===== config.mk =====
export PLATFORM = sky130hd
export DESIGN_NAME = ssd_display_arbiter_flat
export DESIGN_NICKNAME = d
export VERILOG_FILES = /design/src/rtl/ssd_display_arbiter_if.sv /design/src/rtl/ssd_display_arbiter.sv /design/src/flat_wrapper.sv
export SDC_FILE = /design/constraint.sdc
export NUM_CORES = 1
export LEC_CHECK = 0
export BUFFER_PORTS_ARGS = -buffer_cell sky130_fd_sc_hd__clkbuf_2
export CAP_MARGIN = 25
export CORE_MARGIN = 4
export CORE_UTILIZATION = 50
export CTS_BUF_LIST = sky130_fd_sc_hd__clkbuf_16
export CTS_CLUSTER_SIZE = 25
export DETAILED_ROUTE_END_ITERATION = 8
export GPL_TIMING_DRIVEN = 0
export MAX_ROUTING_LAYER = met4
export PLACE_DENSITY = 0.76
export SLEW_MARGIN = 15
export SYNTH_ARGS = -nofsm -noshare
export SYNTH_HDL_FRONTEND = slang
export SYNTH_SLANG_ARGS = --single-unit

===== constraint.sdc =====
create_clock -name clk -period 3.27 [get_ports clk]
set_input_delay 0.327 -clock clk [delete_from_list [all_inputs] [get_ports clk]]
set_output_delay 0.327 -clock clk [all_outputs]
set_load 0.01 [all_outputs]

===== src/rtl/ssd_display_arbiter_if.sv =====
// Requester-side bus for the seven-segment display arbiter: two level
// requests with their digit payloads, and the two ownership grants.
interface ssd_display_arbiter_if;
    logic        a_req;
    logic [31:0] a_data;
    logic [7:0]  a_mask;
    logic        b_req;
    logic [31:0] b_data;
    logic [7:0]  b_mask;
    logic        a_gnt;
    logic        b_gnt;

    // Requester side: drives requests and content, observes grants
    modport master (
        output a_req, a_data, a_mask,
        output b_req, b_data, b_mask,
        input  a_gnt, b_gnt
    );

    // Arbiter side: observes requests and content, drives grants
    modport slave (
        input  a_req, a_data, a_mask,
        input  b_req, b_data, b_mask,
        output a_gnt, b_gnt
    );
endinterface


===== src/rtl/ssd_display_arbiter.sv =====
// Time-multiplexes the 8-digit seven-segment display and shares it between
// a normal requester (A) and a non-preemptible priority requester (B).
// Ownership changes and content reloads happen only at frame boundaries.
module ssd_display_arbiter #(
    parameter int unsigned REFRESH_DIV     = 100_000,
    parameter int unsigned MIN_HOLD_FRAMES = 4
) (
    input  logic                  clk,
    input  logic                  reset,
    ssd_display_arbiter_if.slave  bus,
    output logic [7:0]            ssdAnode,
    output logic [3:0]            ssdDigit,
    output logic                  frame_done
);

    localparam int unsigned CNT_W  = (REFRESH_DIV > 1) ? $clog2(REFRESH_DIV) : 1;
    localparam int unsigned HOLD_W = $clog2(MIN_HOLD_FRAMES + 1);

    localparam logic [1:0] ST_IDLE  = 2'd0;
    localparam logic [1:0] ST_OWN_A = 2'd1;
    localparam logic [1:0] ST_OWN_B = 2'd2;

    logic [CNT_W-1:0]  tick_cnt;
    logic [2:0]        idx;
    logic [HOLD_W-1:0] hold_cnt;
    logic [1:0]        state;
    logic [1:0]        state_nxt;
    logic [31:0]       shadow_data;
    logic [7:0]        shadow_mask;
    logic [31:0]       load_data;
    logic [7:0]        load_mask;
    logic              a_gnt;
    logic              b_gnt;

    logic              tick_c;
    logic              frame_end_c;
    logic [HOLD_W-1:0] hold_inc_c;
    logic              hold_met_c;

    assign bus.a_gnt = a_gnt;
    assign bus.b_gnt = b_gnt;

    // Slot timing: a tick at the terminal count, frame end on the last slot's tick
    assign tick_c      = (tick_cnt == CNT_W'(REFRESH_DIV - 1));
    assign frame_end_c = tick_c && (idx == 3'd7);

    // Frames owned including the one now ending, saturating at the hold limit
    assign hold_inc_c = (hold_cnt == HOLD_W'(MIN_HOLD_FRAMES)) ? hold_cnt
                                                                : hold_cnt + HOLD_W'(1);
    assign hold_met_c = (hold_inc_c >= HOLD_W'(MIN_HOLD_FRAMES));

    // Grant state register; only advances at frame end
    always_ff @(posedge clk) begin
        if (reset) begin
            state <= ST_IDLE;
        end else if (frame_end_c) begin
            state <= state_nxt;
        end
    end

    // Next-state decision and content selection for the new owner
    always_comb begin
        state_nxt = state;
        load_data = 32'd0;
        load_mask = 8'd0;
        case (state)
            ST_IDLE: begin
                if (bus.b_req)      state_nxt = ST_OWN_B;
                else if (bus.a_req) state_nxt = ST_OWN_A;
            end
            ST_OWN_A: begin
                if (!bus.a_req)                  state_nxt = bus.b_req ? ST_OWN_B : ST_IDLE;
                else if (bus.b_req && hold_met_c) state_nxt = ST_OWN_B;
            end
            ST_OWN_B: begin
                if (!bus.b_req) state_nxt = bus.a_req ? ST_OWN_A : ST_IDLE;
            end
            default: state_nxt = ST_IDLE;
        endcase
        if (state_nxt == ST_OWN_A) begin
            load_data = bus.a_data;
            load_mask = bus.a_mask;
        end else if (state_nxt == ST_OWN_B) begin
            load_data = bus.b_data;
            load_mask = bus.b_mask;
        end
    end

    // Scan counters, hold counter, shadow content and grants
    always_ff @(posedge clk) begin
        if (reset) begin
            tick_cnt    <= '0;
            idx         <= 3'd0;
            hold_cnt    <= '0;
            shadow_data <= 32'd0;
            shadow_mask <= 8'd0;
            a_gnt       <= 1'b0;
            b_gnt       <= 1'b0;
            frame_done  <= 1'b0;
        end else begin
            tick_cnt   <= tick_c ? '0 : tick_cnt + CNT_W'(1);
            frame_done <= frame_end_c;
            if (tick_c) begin
                idx <= idx + 3'd1;
            end
            if (frame_end_c) begin
                hold_cnt    <= (state_nxt != state) ? '0 : hold_inc_c;
                shadow_data <= load_data;
                shadow_mask <= load_mask;
                a_gnt       <= (state_nxt == ST_OWN_A);
                b_gnt       <= (state_nxt == ST_OWN_B);
            end
        end
    end

    // Display drive for the current slot, one cycle behind the index
    always_ff @(posedge clk) begin
        if (reset) begin
            ssdAnode <= 8'hFF;
            ssdDigit <= 4'd0;
        end else begin
            ssdAnode <= shadow_mask[idx] ? ~(8'd1 << idx) : 8'hFF;
            ssdDigit <= shadow_data[{idx, 2'b00} +: 4];
        end
    end

endmodule

===== src/flat_wrapper.sv =====
// flat-port wrapper written by rule: the top's interface ports become plain ports
module ssd_display_arbiter_flat 
#(
    parameter int unsigned REFRESH_DIV     = 100_000,
    parameter int unsigned MIN_HOLD_FRAMES = 4
)
  (clk, reset, ssdAnode, ssdDigit, frame_done, bus_a_req, bus_a_data, bus_a_mask, bus_b_req, bus_b_data, bus_b_mask, bus_a_gnt, bus_b_gnt);
  ssd_display_arbiter_if bus_i ();
  input  logic clk;
  input  logic reset;
  output logic [7:0] ssdAnode;
  output logic [3:0] ssdDigit;
  output logic frame_done;
  input wire logic [$bits(bus_i.a_req)-1:0] bus_a_req;
  input wire logic [$bits(bus_i.a_data)-1:0] bus_a_data;
  input wire logic [$bits(bus_i.a_mask)-1:0] bus_a_mask;
  input wire logic [$bits(bus_i.b_req)-1:0] bus_b_req;
  input wire logic [$bits(bus_i.b_data)-1:0] bus_b_data;
  input wire logic [$bits(bus_i.b_mask)-1:0] bus_b_mask;
  output wire logic [$bits(bus_i.a_gnt)-1:0] bus_a_gnt;
  output wire logic [$bits(bus_i.b_gnt)-1:0] bus_b_gnt;
  assign bus_i.a_req = bus_a_req;
  assign bus_i.a_data = bus_a_data;
  assign bus_i.a_mask = bus_a_mask;
  assign bus_i.b_req = bus_b_req;
  assign bus_i.b_data = bus_b_data;
  assign bus_i.b_mask = bus_b_mask;
  assign bus_a_gnt = bus_i.a_gnt;
  assign bus_b_gnt = bus_i.b_gnt;
  ssd_display_arbiter #(.REFRESH_DIV(REFRESH_DIV), .MIN_HOLD_FRAMES(MIN_HOLD_FRAMES)) u_core (.clk(clk), .reset(reset), .bus(bus_i), .ssdAnode(ssdAnode), .ssdDigit(ssdDigit), .frame_done(frame_done));
endmodule

==> out/results.md, run 1 <==
| Quantity | Reported | Unit |
|---|---|---|
| Relative slew margins | 53.52 | % |
| Clock slew at reported path FFs | 60 | ps |
| ANT nets after route | 0 | - |
| Antenna cells | 0 | - |
| Commonest non-fill, non-tap cell in the layout | clkbuf_2 | - |
| Final #Nets | 601 | - |
| Syn Inst Count | 399 | - |
| Async set-reset flop share out of synthesis | 0 | % |
| Part of the power in combinational logic | 5.5 | % |
| Total of cells resized after clock tree synthesis | 0 | - |
| Ys Warns | 0 | - |
| First-pass DRT Iterations | 4 | - |
| H-tree depth reported by CTS | 3 | - |
| Residual DRC | 0 | - |
| Cell area after synthesis | 3871 | um^2 |
| Series of cell instances along the critical path | inv_1, ha_1, and3b_1, o21ai_1, a211oi_2, clkbuf_1, a221oi_1, nor3_1 | - |
| Post-route cell area | 4785 | um^2 |
| Setup repair after global routing missed its margin | no | - |
| Internal Power | 1.681 | mW |
| Boundary pin count | 99 | - |
| Switching component of the power | 0.4443 | mW |
| Critical path startpoint | u_core.hold_cnt[0] | - |
| Min Tclk post-route | 2398 | ps |
| Result of the run | completed | - |
| Setup violation total in the final timing report | 0 | - |
| Post-Syn Nets | 492 | - |
| Cell class contributing the biggest share of worst-path delay | compound AO/OA/AOI/OAI gates | - |
| Wire per inst | 15.59 | um |
| Vias in the first global route | 3330 | - |
| Total gr overflow | 0 | - |
| Number of sinks driven by the clock tree | 80 | - |
| Relative area change from synthesis to final layout | 23.59 | % |
| Final total negative setup slack | 0 | ps |
| Number of antenna violations at the first check in global routing | 0 | - |
| Endpoint type of the worst setup path | flop | - |
| Die width | 95.99 | um |
| Slack of the worst reg-to-reg path | 870 | ps |
| Worst Max-Slew Pin Slew | 697.2 | ps |
| Post-route setup slack | 871.9 | ps |
| Destination of the critical timing path | u_core.shadow_mask[7] | - |
| Via density per instance | 5.497 | - |
| Number of register bits inferred by synthesis | 80 | - |
| Source-to-sink clock delay at the later pin of the worst-skew pair | 330 | ps |
| Cell depth of the worst hold path | 3 | - |
| Power per cell area | 444.1 | nW/um^2 |
| Peak fanout along the critical path | 10 | - |
| Primary flip-flop cell chosen by synthesis mapping | dfxtp_1 | - |
| Fraction of synthesized cell area taken by the top area cell type | 41.37 | % |
| Reg-to-reg startpoint | u_core.hold_cnt[0] | - |
| Pin count of the biggest net entering global routing | 13 | - |
| Final Hold Viols | 0 | - |
| Class of the tightest hold or removal check | in -> reg | - |
| Sequential cell area fraction in the yosys report | 41.37 | % |
| R2r endpoint | u_core.shadow_mask[7] | - |
| Top cells by area in the synthesized netlist | dfxtp_1, nor3_2, nor2_1, a221oi_1, a221oi_2 | - |
| Cell count along the critical path | 8 | - |
| Register share of total power | 46.1 | % |
| Via count | 3353 | - |
| Effective utilization at floorplan | 52.53 | % |
| Full die area | 9214 | um^2 |
| Required time of the critical path | 3520 | ps |
| Fin crit share | 73.34 | % |
| Number of unique standard cell types used by synthesis | 44 | - |
| Fin Hold WS | 263.8 | ps |
| Pre-CTS worst setup slack | 981.4 | ps |
| Post-CTS Setup Bufs | 0 | - |
| Delay of the slowest cell on the worst path | 540 | ps |
| Placeable core region | 7370 | um^2 |
| Maximum buffer depth of the clock tree | 2 | - |
| Count of standard-cell rows | 31 | - |
| Clock network fraction of design power | 48.4 | % |
| GRT Resource Usage Total | 22.05 | % |
| Final HPWL from detailed placement | 7.093 | mm |
| Startpoint class of the critical path | flop | - |
| Count of maximum capacitance violations | 0 | - |
| Crit path buffers/inverters | 2 | - |
| Worst-case clock skew | 6.383 | ps |
| Commonest non-fill, non-tap cells in the layout | clkbuf_2, dfxtp_1, nor2_1, nand2_1, nor3_2 | - |
| Max-slew violation count | 0 | - |
| Top achievable clock speed | 0.4170 | GHz |
| Worst vdd rail ir drop | 0.2326 | mV |
| Ratio of cells with drive above 1 in the final layout | 36.20 | % |
| Clock tree from TritonCTS | built | - |
| Reported leakage power | 1.814 | nW |
| Placed instance area | 4486 | um^2 |
| Detailed-route wire length | 9.508 | mm |
| Cts hold-fix bufs | 0 | - |
| Chip Height | 95.99 | um |
| Total CTS buffers | 9 | - |
| Clock tree root driver cell | clkbuf_16 | - |
| Avg Synthesized Cell Area | 9.702 | um^2 |
| Number of cell instances on the worst register-to-register path | 8 | - |
| Final estimated routing congestion in global placement | 0.8187 | - |
| Switching share of total power | 20.91 | % |
| PortBufs | 98 | - |
| Category of the most critical setup path | reg -> reg | - |
| First-pass GRT wire length | 15.22 | mm |
| Data arrival time at the worst-slack endpoint | 2650 | ps |
| Largest area contributor in the netlist | dfxtp_1 | - |
| Cell with the largest stage delay on the worst path | a211oi_2 | - |
| Number of flops mapped to enable cells by yosys | 0 | - |
| DRT iter0 DRCs | 141 | - |
[sequential cells by signal (all words and copies together), names as in the netlist]
register / cells
u_core.frame_done: 1
u_core.bus.a_gnt: 1
u_core.idx: 3
u_core.hold_cnt: 3
u_core.ssdDigit: 4
u_core.bus.b_gnt: 1
u_core.ssdAnode: 8
u_core.tick_cnt: 17
u_core.state: 2
u_core.shadow_mask: 8
u_core.shadow_data: 32
[logic make-up (layout without fill, tap and decap cells)]
family,Yosys count,count (layout),synth area share (%)
DFF,80,80,41.37
AOI/OAI and AO/OA,70,70,15.77
and+or+nand+nor,173,173,25.53
adders and majority gates,9,9,2.909
buffers and inverters,40,152,5.268
xor gates and xnor gates,15,15,3.394
muxes,12,12,5.753
[power groups by stage]
stage | sequential [mW] | clock [mW] | combinational, mW
floorplan | 1.00 | 0 | 0.0480
global placement | 1.00 | 0 | 0.114
detailed placement | 1.00 | 0 | 0.117
CTS | 0.980 | 1.04 | 0.117
global route | 0.980 | 1.08 | 0.130
finish | 0.980 | 1.03 | 0.117
[synthesized netlist by cell type, types with 3 or more instances]
cell type / number
dfxtp_1: 80
nor2_1: 64
nand2_1: 30
nor3_2: 29
a221oi_1: 26
a21oi_1: 18
a221oi_2: 14
clkbuf_1: 14
nor3_1: 14
buf_2: 10
ha_1: 9
inv_1: 9
mux4_2: 8
xor2_1: 8
xnor2_1: 7
nand4_1: 6
and3_1: 5
buf_6: 5
nand3_1: 5
nand2b_1: 4
o21ai_0: 4
o21ai_1: 3
[cell type report]
type | count | area [um^2]
multi-input combinational | 279 | 2066
buffer | 31 | 170.2
sequential | 80 | 1602
inverter | 9 | 33.78
timing repair buffer | 98 | 490.5
clock buffer | 9 | 225.2
fill | 615 | 2585
tap | 99 | 123.9
clock inverter | 5 | 73.82
[per-layer routing]
metal	part of all wire, %	GRT usage, %	vias to the layer above	wire length, um
li1	-	-	1670	-
met1	43	25.78	1569	4069
met2	50	36.86	99	4715
met3	6.0	5.629	15	569
met4	1.6	7.346	0	154
met5	0	-	-	0
[per-stage QoR]
stage / power [mW] / utilization [%] / std cells
floorplan: 1.049 / - / 399
global placement: 1.115 / 60.87 / 596
detailed placement: 1.118 / 60.87 / 596
CTS: 2.137 / 64.92 / 610
global route: 2.186 / 64.92 / 610
finish: 2.125 / 64.92 / 610
[worst register-to-register path, cell delays in order (launching register included)]
cell and delay [ps]:
dfxtp_1 360, inv_1 80, ha_1 210, and3b_1 280, o21ai_1 100, a211oi_2 540
clkbuf_1 420, a221oi_1 190, nor3_1 150
[worst min-delay path by stage]
stage | start | end | slack, ps
after detailed placement | u_core.tick_cnt[0] | u_core.tick_cnt[0] | 450
after global placement | u_core.tick_cnt[0] | u_core.tick_cnt[0] | 440
after floorplan | u_core.tick_cnt[0] | u_core.tick_cnt[0] | 430
final | bus_a_data[29] | u_core.shadow_data[29] | 260
after global routing | bus_a_data[24] | u_core.shadow_data[24] | 260
after CTS | bus_a_mask[4] | u_core.shadow_mask[4] | 260
(Power assumes the default switching activity.)
==> run 2, diff against run 1 <==
==> constraint.sdc (replaced) <==
create_clock -name clk -period 2.36 [get_ports clk]
set_input_delay 0.236 -clock clk [delete_from_list [all_inputs] [get_ports clk]]
set_output_delay 0.236 -clock clk [all_outputs]
set_load 0.01 [all_outputs]
==> run 2 against run 1 <==
Net effect:
- critical path type unchanged
- largest cell class unchanged
- sequential cell count unchanged
- clock skew about the same
- sequential power increased by 39%
- final cell count unchanged
- register-to-register slack got worse by 770 ps
- routed wire length decreased by 0.21%
- combinational power increased by 42%
- sequential share of layout area decreased by 0.17 points
==> out/results.md, run 2 (synthesis gave the netlist of run 1 again) <==
| Quantity | Reported | Unit | Change |
|---|---|---|---|
| Final Hold Viols | 0 | - | unchanged |
| Origin of the worst min-delay path | bus_a_data[29] | - |  |
| Clock tree root driver cell | clkbuf_16 | - |  |
| Final total negative setup slack | 0 | ps | unchanged |
| Count of standard-cell rows | 31 | - | unchanged |
| Cts hold-fix bufs | 0 | - | unchanged |
| Effective utilization at floorplan | 52.53 | % | unchanged |
| Top Registers | u_core.shadow_data: 32 flops, u_core.tick_cnt: 17 flops | - |  |
| Die width | 95.99 | um | unchanged |
| Residual DRC | 0 | - | unchanged |
| Max-slew violation count | 0 | - | unchanged |
| First-pass DRT Iterations | 4 | - | unchanged |
| Wire per inst | 15.55 | um | -0.21% |
| Commonest non-fill, non-tap cells in the layout | clkbuf_2, dfxtp_1, nor2_1, nand2_1, nor3_2 | - |  |
| Via count | 3351 | - | -0.060% |
| Ratio of cells with drive above 1 in the final layout | 37.18 | % | +0.98 points |
| Count of maximum capacitance violations | 0 | - | unchanged |
| Setup violation total in the final timing report | 0 | - | unchanged |
| ANT nets after route | 0 | - | unchanged |
| Relative area change from synthesis to final layout | 24.21 | % |  |
| Full die area | 9214 | um^2 | unchanged |
| R2r endpoint | u_core.shadow_data[3] | - |  |
| Category of the most critical setup path | reg -> reg | - |  |
| Fin crit share | 95.48 | % | +22 points |
| Pin count of the biggest net entering global routing | 13 | - | unchanged |
| Antenna cells | 0 | - | unchanged |
| Final #Nets | 601 | - | unchanged |
| Reg-to-reg startpoint | u_core.hold_cnt[0] | - |  |
| DRT iter0 DRCs | 143 | - | +1.4% |
| H-tree depth reported by CTS | 3 | - | unchanged |
| Clock tree from TritonCTS | built | - |  |
| Commonest non-fill, non-tap cell in the layout | clkbuf_2 | - |  |
| GRT Resource Usage Total | 22.05 | % | unchanged |
| Placed instance area | 4486 | um^2 | unchanged |
| Clock slew at reported path FFs | 60 | ps | about the same |
| Chip Height | 95.99 | um | unchanged |
| Relative slew margins | 53.89 | % | +0.37 points |
| Class of the tightest hold or removal check | in -> reg | - |  |
| GR Layer Usage met3 | 5.629 | % | unchanged |
| Number of cell instances on the worst register-to-register path | 8 | - | unchanged |
| Source-to-sink clock delay at the later pin of the worst-skew pair | 330 | ps | about the same |
| Total CTS buffers | 9 | - | unchanged |
| Vias in the first global route | 3330 | - | unchanged |
| Post-layout instance count excluding filler cells | 610 | - | unchanged |
| Final HPWL from detailed placement | 7.093 | mm | unchanged |
| Register with the most flip-flops | u_core.shadow_data | - |  |
| Total gr overflow | 0 | - | unchanged |
| GRT met2 Usage | 36.86 | % | unchanged |
| First-pass GRT wire length | 15.22 | mm | unchanged |
| Boundary pin count | 99 | - | unchanged |
| Worst Max-Slew Pin Slew | 691.6 | ps | -5.617 ps |
| Power per cell area | 613.1 | nW/um^2 | +38% |
| Global-route met1 utilization | 25.78 | % | unchanged |
| Worst vdd rail ir drop | 0.3226 | mV | +39% |
| Hold path endpoint | u_core.shadow_data[29] | - |  |
| Top achievable clock speed | 0.4438 | GHz | +6.4% |
| Post-route setup slack | 106.7 | ps | -765.2 ps |
| Placeable core region | 7370 | um^2 | unchanged |
| Slack of the worst reg-to-reg path | 110 | ps | -770 ps |
| Number of antenna violations at the first check in global routing | 0 | - | unchanged |
| Data arrival time at the worst-slack endpoint | 2450 | ps | -200 ps |
| PortBufs | 98 | - | unchanged |
| Count of placed standard cells including taps | 596 | - | unchanged |
| Post-route core utilization | 65.25 | % | +0.32 points |
| Post-route cell area | 4808 | um^2 | +0.50% |
| Result of the run | completed | - |  |
| Reported leakage power | 1.830 | nW | +0.86% |
| Via density per instance | 5.493 | - | about the same |
| Required time of the critical path | 2550 | ps | -970 ps |
| Maximum buffer depth of the clock tree | 2 | - | unchanged |
| Endpoint type of the worst setup path | flop | - |  |
| Min Tclk post-route | 2253 | ps | -144.8 ps |
| Routing layer with the top usage in global route | met2 | - |  |
| Pre-CTS worst setup slack | 71.44 | ps | -910.0 ps |
| Number of sinks driven by the clock tree | 80 | - | unchanged |
| Detailed-route wire length | 9.488 | mm | -0.21% |
| Setup repair after global routing missed its margin | yes | - |  |
| Cell depth of the worst hold path | 3 | - | unchanged |
| Peak fanout along the critical path | 10 | - | unchanged |
| Startpoint class of the critical path | flop | - |  |
| Worst-case clock skew | 6.856 | ps | +0.4736 ps |
| Final estimated routing congestion in global placement | 0.8187 | - | unchanged |
| Max FFs per register | 32 | - | unchanged |
| Post-CTS Setup Bufs | 0 | - | unchanged |
run 2: changes by cell type in the layout (fill, tap and decap cells not counted):
cell      change
clkbuf_1      -3
clkbuf_2      +3
a221oi_1      -2
a221oi_2      +2
a211oi_2      -1
a211oi_4      +1
run 2: what timing repair did:
action,in CTS,in global routing
setup endpoints to repair,0,31
endpoints found under the hold margin,0,0
resized for setup,0,9
run 2: cell type report:
type,count,area (um^2)
repair buffers,98,490.5
fillers,611,2561
well taps,99,123.9
clock inverters,5,73.82
clock buffers,9,225.2
plain buffers,31,173.9
multi-input cells,279,2086
inverters,9,33.78
flip-flops and latches,80,1602
run 2: where the power goes:
part	switching [mW]	leakage [nW]	total (mW)	internal, mW
Combinational	0.0970	1.04	0.166	0.0689
Sequential	0.00282	0.645	1.36	1.35
Clock	0.518	0.149	1.42	0.906
run 2: worst max-delay path by stage:
stage	from	end	cells after the start	slack, ps
2_1_floorplan	u_core.hold_cnt[0]	u_core.shadow_data[10]	8	500
3_3_place_gp	u_core.hold_cnt[0]	u_core.shadow_mask[7]	8	50
3_5_place_dp	u_core.hold_cnt[0]	u_core.shadow_mask[7]	8	70
4_1_cts	u_core.hold_cnt[0]	u_core.shadow_mask[7]	8	20
5_1_grt	u_core.tick_cnt[0]	u_core.shadow_mask[7]	7	-20
6_report	u_core.hold_cnt[0]	u_core.shadow_data[3]	8	110
run 2: through the flow:
| stage | power (mW) | hold WS, ps |
|---|---|---|
| 2_1_floorplan | 1.453 | 396.8 |
| 3_3_place_gp | 1.545 | 440.3 |
| 3_5_place_dp | 1.550 | 446.6 |
| 4_1_cts | 2.961 | 166.2 |
| 5_1_grt | 3.033 | 168.2 |
| 6_report | 2.948 | 170.8 |
run 2: critical path, stage by stage, from the launching register on:
cell	delay, ps
dfxtp_1	360
inv_1	80
ha_1	210
and3b_1	280
nor4b_1	80
a311o_1	420
buf_2	240
a221oi_1	380
nor3_2	70
run 2: layer usage:
| layer | vias up | share of wire (%) |
|---|---|---|
| met3 | 12 | 6.1 |
| met1 | 1566 | 43 |
| met5 | - | 0 |
| li1 | 1667 | - |
| met2 | 106 | 50 |
| met4 | 0 | 1.7 |
==> run 3, diff against run 2 <==
--- a/config.mk
+++ b/config.mk
@@ -15,6 +15,7 @@
 export GPL_TIMING_DRIVEN = 0
 export MAX_ROUTING_LAYER = met4
 export PLACE_DENSITY = 0.76
+export SETUP_SLACK_MARGIN = 0.2
 export SLEW_MARGIN = 15
 export SYNTH_ARGS = -nofsm -noshare
 export SYNTH_HDL_FRONTEND = slang
==> run 3 against run 2 <==
Net effect:
- non-clock buffer count up 3
- clock power about the same
- via count rose by 2.1%
- setup slack improved by 140 ps
- routed wire length grew 5.7%
- total power up 1.5%
- global-route usage increased by 0.19 points
- final cell count is 0.49% higher
- clock-buffer cell count unchanged
- utilization grew 4.6 points
- sequential power barely moved
- sequential share of layout area decreased by 2.1 points
==> out/results.md, run 3 (synthesis gave the netlist of run 1 again) <==
| Quantity | Reported | Unit | Change |
|---|---|---|---|
| ANT nets after route | 0 | - | unchanged |
| Critical path startpoint | u_core.hold_cnt[0] | - |  |
| Max-slew violation count | 0 | - | unchanged |
| Setup violation total in the final timing report | 0 | - | unchanged |
| PortBufs | 98 | - | unchanged |
| Peak fanout along the critical path | 6 | - | -4 |
| Relative area change from synthesis to final layout | 32.87 | % |  |
| Max FFs per register | 32 | - | unchanged |
| Fin crit share | 89.41 | % | -6.1 points |
| Class of the tightest hold or removal check | in -> reg | - |  |
| Routing layer with the top usage in global route | met2 | - |  |
| PnR Total Power | 2.993 | mW | +1.5% |
| Chip Height | 95.99 | um | unchanged |
| Full die area | 9214 | um^2 | unchanged |
| First-pass GRT wire length | 15.35 | mm | +0.86% |
| Post-route core utilization | 69.80 | % | +4.6 points |
| Power per cell area | 581.9 | nW/um^2 | -5.1% |
| Cts hold-fix bufs | 0 | - | unchanged |
| Required time of the critical path | 2560 | ps | about the same |
| Top achievable clock speed | 0.4739 | GHz | +6.8% |
| Reg-to-reg startpoint | u_core.hold_cnt[0] | - |  |
| Worst Max-Slew Pin Slew | 728.7 | ps | +37.09 ps |
| Antenna cells | 0 | - | unchanged |
| Post-layout instance count excluding filler cells | 613 | - | +0.49% |
| Reported leakage power | 1.958 | nW | +7.0% |
| Post-route cell area | 5144 | um^2 | +7.0% |
| Final #Nets | 604 | - | +0.50% |
| Pin count of the biggest net entering global routing | 13 | - | unchanged |
| Top Registers | u_core.shadow_data: 32 flops, u_core.tick_cnt: 17 flops | - |  |
| Placed instance area | 4486 | um^2 | unchanged |
| Startpoint class of the critical path | flop | - |  |
| Data arrival time at the worst-slack endpoint | 2310 | ps | -140 ps |
| Final Hold Viols | 0 | - | unchanged |
| Destination of the critical timing path | u_core.shadow_data[19] | - |  |
| Clock tree from TritonCTS | built | - |  |
| Final HPWL from detailed placement | 7.093 | mm | unchanged |
| Final total negative setup slack | 0 | ps | unchanged |
| First-pass DRT Iterations | 6 | - | +2 |
| Worst vdd rail ir drop | 0.3220 | mV | -0.19% |
| GRT Resource Usage Total | 22.24 | % | +0.19 points |
| Number of antenna violations at the first check in global routing | 0 | - | unchanged |
| Slack of the worst reg-to-reg path | 250 | ps | +140 ps |
| Source-to-sink clock delay at the later pin of the worst-skew pair | 330 | ps | about the same |
| Cell with the largest stage delay on the worst path | a311o_2 | - |  |
| Commonest non-fill, non-tap cell in the layout | clkbuf_2 | - |  |
| GRT met2 Usage | 36.86 | % | unchanged |
| Number of cell instances on the worst register-to-register path | 8 | - | unchanged |
| Result of the run | completed | - |  |
| Placeable core region | 7370 | um^2 | unchanged |
| Series of cell instances along the critical path | inv_1, ha_2, and3b_2, nor4b_1, a311o_2, buf_12, a221oi_2, nor3_2 | - |  |
| Number of sinks driven by the clock tree | 80 | - | unchanged |
| Effective utilization at floorplan | 52.53 | % | unchanged |
| Category of the most critical setup path | reg -> reg | - |  |
| Register with the most flip-flops | u_core.shadow_data | - |  |
| Final estimated routing congestion in global placement | 0.8187 | - | unchanged |
| Min Tclk post-route | 2110 | ps | -143.3 ps |
| Fin Hold WS | 171.1 | ps | +0.2600 ps |
| Worst-case clock skew | 4.745 | ps | -2.111 ps |
| Via density per instance | 5.579 | - | +1.6% |
| Detailed-route wire length | 10.03 | mm | +5.7% |
| Commonest non-fill, non-tap cells in the layout | clkbuf_2, dfxtp_1, nor2_1, nand2_1, a221oi_2 | - |  |
| Post-route setup slack | 250.0 | ps | +143.3 ps |
| GR Layer Usage met3 | 5.629 | % | unchanged |
| Total CTS buffers | 9 | - | unchanged |
| DRT iter0 DRCs | 139 | - | -2.8% |
| H-tree depth reported by CTS | 3 | - | unchanged |
| Total gr overflow | 0 | - | unchanged |
| Global-route met1 utilization | 25.99 | % | +0.21 points |
| Clock tree root driver cell | clkbuf_16 | - |  |
| Count of maximum capacitance violations | 0 | - | unchanged |
| Residual DRC | 0 | - | unchanged |
| Relative slew margins | 51.42 | % | -2.5 points |
| Die width | 95.99 | um | unchanged |
| Endpoint type of the worst setup path | flop | - |  |
| Maximum buffer depth of the clock tree | 2 | - | unchanged |
| Via count | 3420 | - | +2.1% |
| Boundary pin count | 99 | - | unchanged |
| Setup repair after global routing missed its margin | no | - |  |
| Count of standard-cell rows | 31 | - | unchanged |
| Wire per inst | 16.35 | um | +5.1% |
| Count of placed standard cells including taps | 596 | - | unchanged |
| Vias in the first global route | 3354 | - | +0.72% |
| Ratio of cells with drive above 1 in the final layout | 43.39 | % | +6.2 points |
| Delay of the slowest cell on the worst path | 500 | ps | +80 ps |
| Pre-CTS worst setup slack | 71.44 | ps | unchanged |
| Clock slew at reported path FFs | 60 | ps | about the same |
| R2r endpoint | u_core.shadow_data[19] | - |  |
-- run 3: cell types whose count changed in the layout (fill, tap and decap cells not counted), sizes merged --
cell  change
buf       +3
-- run 3: how the worst min path moves through the flow --
stage	startpoint	end	slack, ps	depth (start not counted)
3_3_place_gp	u_core.tick_cnt[0]	u_core.tick_cnt[0]	440	1
2_1_floorplan	bus_a_mask[3]	u_core.shadow_mask[3]	400	2
6_report	bus_a_data[29]	u_core.shadow_data[29]	170	3
5_1_grt	bus_a_data[26]	u_core.shadow_data[26]	170	3
4_1_cts	bus_a_data[5]	u_core.shadow_data[5]	170	3
3_5_place_dp	u_core.tick_cnt[0]	u_core.tick_cnt[0]	450	1
-- run 3: area by class of cell --
cell class                 count  area, um^2
clock inverter                 5       73.82
buffer                        31       222.7
tap                           99       123.9
clock buffer                   9       225.2
sequential                    80        1604
inverter                       9       33.78
timing repair buffer         101       543.0
fill                         546        2226
multi-input combinational    279        2317
-- run 3: metal layers --
metal  vias to the layer above  routed length (um)
met5                         -                   0
met4                         0                 311
met3                        25                 546
met2                       113                5042
met1                      1607                4124
li1                       1675                   -
-- run 3: report_power, final --
part	internal, mW	leakage [nW]	switching [mW]
logic	0.0896	1.16	0.127
registers	1.35	0.646	0.00287
clock network	0.906	0.149	0.513
total	2.35	1.96	0.643
-- run 3: repair_timing --
item                                    CTS  global route
gates resized for setup                  19            51
buffers inserted                          0             2
pin swaps                                 0             4
cloned                                    0             1
endpoints found under the setup margin   37            44
-- run 3: worst max-delay path: cells and delay by family, from the launching register on --
kind / cells / cell delay, ps
adders and majority gates: 1 / 180
DFF: 1 / 340
AOI/OAI and AO/OA: 2 / 800
and+or+nand+nor: 3 / 380
buffers and inverters: 2 / 250
